### src/rtl/if_fetch_unit.sv
// Instruction fetch stage: owns the PC and runs a single-outstanding request/response
// exchange with instruction memory, presenting instr / PC+4 / valid to IF/ID.
module if_fetch_unit #(
  parameter int unsigned      WIDTH    = 32,
  parameter logic [WIDTH-1:0] RESET_PC = '0
) (
  input  logic             clk_i,
  input  logic             reset_i,
  input  logic             stall_i,
  input  logic             redirect_i,
  input  logic [WIDTH-1:0] redirect_pc_i,
  output logic             imem_req_o,
  output logic [WIDTH-1:0] imem_addr_o,
  input  logic             imem_ready_i,
  input  logic             imem_rvalid_i,
  input  logic [WIDTH-1:0] imem_rdata_i,
  output logic [WIDTH-1:0] instr_if32,
  output logic [WIDTH-1:0] pc_plus4_if32,
  output logic             valid_if_o,
  output logic [1:0]       state_dbg_o
);

  // Handshake: a request is taken when imem_req_o && imem_ready_i at a rising edge;
  // exactly one imem_rvalid_i pulse answers it, and only a WAIT-state pulse is observed.
  typedef enum logic [1:0] {
    S_REQ  = 2'd0,
    S_WAIT = 2'd1,
    S_DONE = 2'd2
  } state_t;

  state_t           r_state;
  logic [WIDTH-1:0] r_pc;
  logic [WIDTH-1:0] r_hold;
  logic             r_discard;

  logic [WIDTH-1:0] w_target;
  logic [WIDTH-1:0] w_pc_plus4;

  assign w_target   = redirect_pc_i & ~(WIDTH'(3));
  assign w_pc_plus4 = r_pc + WIDTH'(4);

  assign imem_req_o    = (r_state == S_REQ);
  assign imem_addr_o   = r_pc;
  assign valid_if_o    = (r_state == S_DONE);
  assign instr_if32    = valid_if_o ? r_hold : '0;
  assign pc_plus4_if32 = w_pc_plus4;
  assign state_dbg_o   = r_state;

  always_ff @(posedge clk_i or posedge reset_i) begin
    if (reset_i) begin
      r_state   <= S_REQ;
      r_pc      <= RESET_PC;
      r_hold    <= '0;
      r_discard <= 1'b0;
    end else begin
      case (r_state)
        S_REQ: begin
          if (redirect_i)        r_pc    <= w_target;
          else if (imem_ready_i) r_state <= S_WAIT;
        end
        S_WAIT: begin
          // The in-flight response belongs to the old PC: drop it when it lands.
          if (redirect_i) begin
            r_pc <= w_target;
            if (imem_rvalid_i) begin
              r_discard <= 1'b0;
              r_state   <= S_REQ;
            end else begin
              r_discard <= 1'b1;
            end
          end else if (imem_rvalid_i) begin
            if (r_discard) begin
              r_discard <= 1'b0;
              r_state   <= S_REQ;
            end else begin
              r_hold  <= imem_rdata_i;
              r_state <= S_DONE;
            end
          end
        end
        S_DONE: begin
          if (redirect_i) begin
            r_pc    <= w_target;
            r_state <= S_REQ;
          end else if (!stall_i) begin
            r_pc    <= w_pc_plus4;
            r_state <= S_REQ;
          end
        end
        default: r_state <= S_REQ;
      endcase
    end
  end

endmodule

### config.mk
export PLATFORM = sky130hd
export DESIGN_NAME = if_fetch_unit
export DESIGN_NICKNAME = d
export VERILOG_FILES = /design/src/rtl/if_fetch_unit.sv
export SDC_FILE = /design/constraint.sdc
export NUM_CORES = 1
export LEC_CHECK = 0
export CAP_MARGIN = 0
export CORE_MARGIN = 5
export CORE_UTILIZATION = 45
export CTS_CLUSTER_DIAMETER = 200
export CTS_CLUSTER_SIZE = 14
export DETAILED_ROUTE_END_ITERATION = 6
export PLACE_DENSITY = 0.86
export SLEW_MARGIN = 20
export SYNTH_ARGS = -nofsm -noshare
export SYNTH_HDL_FRONTEND = slang
export SYNTH_SLANG_ARGS = --single-unit
### constraint.sdc
create_clock -name clk_i -period 4.9 [get_ports clk_i]
set_input_delay 0.98 -clock clk_i [delete_from_list [all_inputs] [get_ports clk_i]]
set_output_delay 0.98 -clock clk_i [all_outputs]
set_load 0.03 [all_outputs]
==> flow_metrics.tcl <==
set metrics [dict create \
    critical_path.startpoint_type "flop" \
    seqCellArea_sq_mm 0.00163 \
    ant_nets 0 \
    crit_path_start "imem_addr_o[2]" \
    cts_resized 0 \
    final-hold-violation-count 0 \
    fin_crit_sh 0.825 \
    worst-setup-path-type "reg -> out" \
    synth_cell_types 43 \
    drt_iter0_markers 151 \
    setup_viol 0 \
    layout_commonest_cell "clkdlybuf4s50_1" \
    fmax_mhz 247 \
    final_cell_mix "clkdlybuf4s50_1 (163), dfrtp_1 (65), nand2_1 (36), and2_1 (35), mux2_2 (32)" \
    tns_ps 0 \
    use_met1 0.279 \
    relSlewSlack 0.259 \
    worst-path-stages 6 \
    yosysSeqAreaShare 0.433 \
    synth_cells 398 \
    busiest_layer "met2" \
    wl_per_cell_um 17.1 \
    p_switching_uw 700 \
    vias_per_cell 5.49 \
    tritoncts "yes" \
    chipHeight_um 101 \
    io_pins 170 \
    cts_hold_buffers 0 \
    root_buffer "clkbuf_8" \
    synth_top_flop_cell "dfrtp_1" \
    utilization 0.694 \
    drc_errors 0 \
    combPwrFrac 0.349 \
    min_path_cells 1 \
    p_seq_frac 0.400 \
    multi_input_area_sq_mm 0.00201 \
    leakage_nw 2.24 \
    htreeDepth 3 \
    ys_async_sr_fraction 1.00 \
    clock_sinks 65 \
    crit_fanout 9 \
    clockBufferDepth 2 \
    r2r_slack_ps 2200 \
    synth-seq-cells 65 \
    dpl.hpwl_mm 8.18 \
    fin_crit_ps 4040 \
    start_util 0.460 \
    hold_class "reg -> reg" \
    rr_worst_depth 6 \
    areaGrowthSynthToFinish_pct 51.0 \
    status "complete, no violations" \
    grt.met3_usage 0.0606 \
    post_cts_buffers 0 \
    row_count 33 \
    r2r-end "imem_addr_o[4]" \
    drt_pre_antenna_iters 4 \
    die_area_sq_mm 0.0103 \
    synth_edf_count 0 \
    clk_latency_ps 340 \
    maxCapViolCount 0 \
    arrival_ps 3060 \
    cpPeakStageDelay_ps 710 \
    power_density_mw_per_mm2 365 \
    p_int_mw 1.37 \
    grt_first_pass_wirelength_mm 18.1 \
    use_met2 0.360 \
    path_delay_family "simple AND/OR/NAND/NOR gates" \
    worst_pin_slew_ps 1110 \
    place_congestion 0.865 \
    numPortBuffers 163 \
    wl_mm 11.2 \
    finalMaxSlewViolations 0 \
    netlist_area_sq_mm 0.00376 \
    die_x_um 101 \
    coreArea_sq_mm 0.00818 \
    rsz0062_at_grt "no" \
    cp_num_buf_inv 1 \
    power_frac_clock 0.251 \
    fill_cells 606 \
    p_sw_frac 0.338 \
    cp_slowest_cell "clkdlybuf4s50_1" \
    r2r_start "state_dbg_o[1]" \
    clock_skew_ps 9.40 \
    nNetsFinal 619 \
    grt_usage 0.219 \
    cts_buffers 9 \
    grt_max_degree 38 \
    path_clk_slew_ps 80 \
    antenna_found_initial 0 \
    syn_area_per_cell_sq_um 9.44 \
    vias 3611 \
    crit_path_cell_trace "ha_1, nand3_1, nor2_1, nand4_1, xnor2_1, clkdlybuf4s50_1" \
    insertedDiodeCount 0 \
    cp-endpoint "pc_plus4_if32[30]" \
    grt_pass1_vias 3650 \
    cp-end-kind "output port" \
    final_layout_size_suffix_gt1_frac 0.118 \
    cp.required_ps 3920 \
    ys_warn_count 0 \
    ir_drop_uv 166 \
    grt_overflow 0 \
]
## power by group through the flow
stage / clock network, mW / registers, mW / logic [mW]
2_1_floorplan: 0 / 0.866 / 0.394
3_3_place_gp: 0 / 0.823 / 0.711
3_5_place_dp: 0 / 0.837 / 0.725
4_1_cts: 0.527 / 0.828 / 0.730
5_1_grt: 0.550 / 0.854 / 0.775
6_report: 0.520 / 0.829 / 0.722
## per-layer routing
metal,vias up,share of wire
met2,167,0.48
met5,-,0
met4,0,0.014
met3,13,0.090
li1,1704,-
met1,1727,0.42
## Yosys cell counts, drive strengths merged (3+ instances only)
cell,number,area [sq um]
a21oi,29,145
nor3,6,40.0
nand2,36,135
a2bb2oi,12,105
or4,3,26.3
buf,9,51.3
o22ai,15,93.8
and3,3,18.8
nor2,24,90.1
xnor2,23,201
xor2,5,43.8
o21a,3,22.5
nor2b,5,31.3
dfrtp,65,1630
mux2,32,360
nand3,19,95.1
clkbuf,22,82.6
o21ai,10,50.1
a31oi,4,25.0
and2,35,219
or3,3,28.8
inv,5,18.8
nand4,12,81.3
## per-stage QoR
step / std cells / total power, mW / hold WS, ps / cell area, sq um / setup slack (ps)
2_1_floorplan: 401 / 1.26 / 471 / 3770 / 1620
4_1_cts: 658 / 2.08 / 501 / 5670 / 828
3_5_place_dp: 642 / 1.56 / 485 / 5440 / 1240
5_1_grt: 658 / 2.18 / 518 / 5680 / 604
3_3_place_gp: 642 / 1.53 / 479 / 5440 / 1260
6_report: 658 / 2.07 / 500 / 5680 / 860
## worst register-to-register path, stage by stage, from the launching register on
cell	delay [ps]
dfrtp_1	500
nor2b_4	580
nor2b_4	650
buf_4	450
nand3_1	150
o21ai_0	110
a21oi_1	90
## logic make-up after synthesis
kind of cell | share of synthesized area
AND/OR/NAND/NOR | 0.220
AO/OA/AOI/OAI | 0.136
flip-flops | 0.433
buffers and inverters | 0.0406
multiplexers | 0.101
XOR/XNOR | 0.0653
adder cells (fa/ha/maj) | 0.00333
other | 0.000998
## cell type report
type / instances / share of cell area
timing repair buffer: 167 / 0.293
sequential: 65 / 0.287
clock inverter: 6 / 0.0161
multi-input combinational: 300 / 0.354
inverter: 5 / 0.00331
clock buffer: 10 / 0.0243
tap: 105 / 0.0231
## worst min path at each step
stage / start / endpoint / slack, ps
finish: r_hold[15] / r_hold[15] / 500
CTS: r_hold[2] / r_hold[2] / 500
detailed placement: r_hold[17] / r_hold[17] / 490
floorplan: r_hold[0] / r_hold[0] / 470
global route: r_hold[9] / r_hold[9] / 520
global placement: r_hold[31] / r_hold[31] / 480
## registers in the layout, indices dropped and copies added, names as in the netlist
signal / cells
r_hold: 32
imem_addr_o: 30
state_dbg_o: 2
r_discard: 1
No activity file was read; power rests on OpenSTA's default activity.
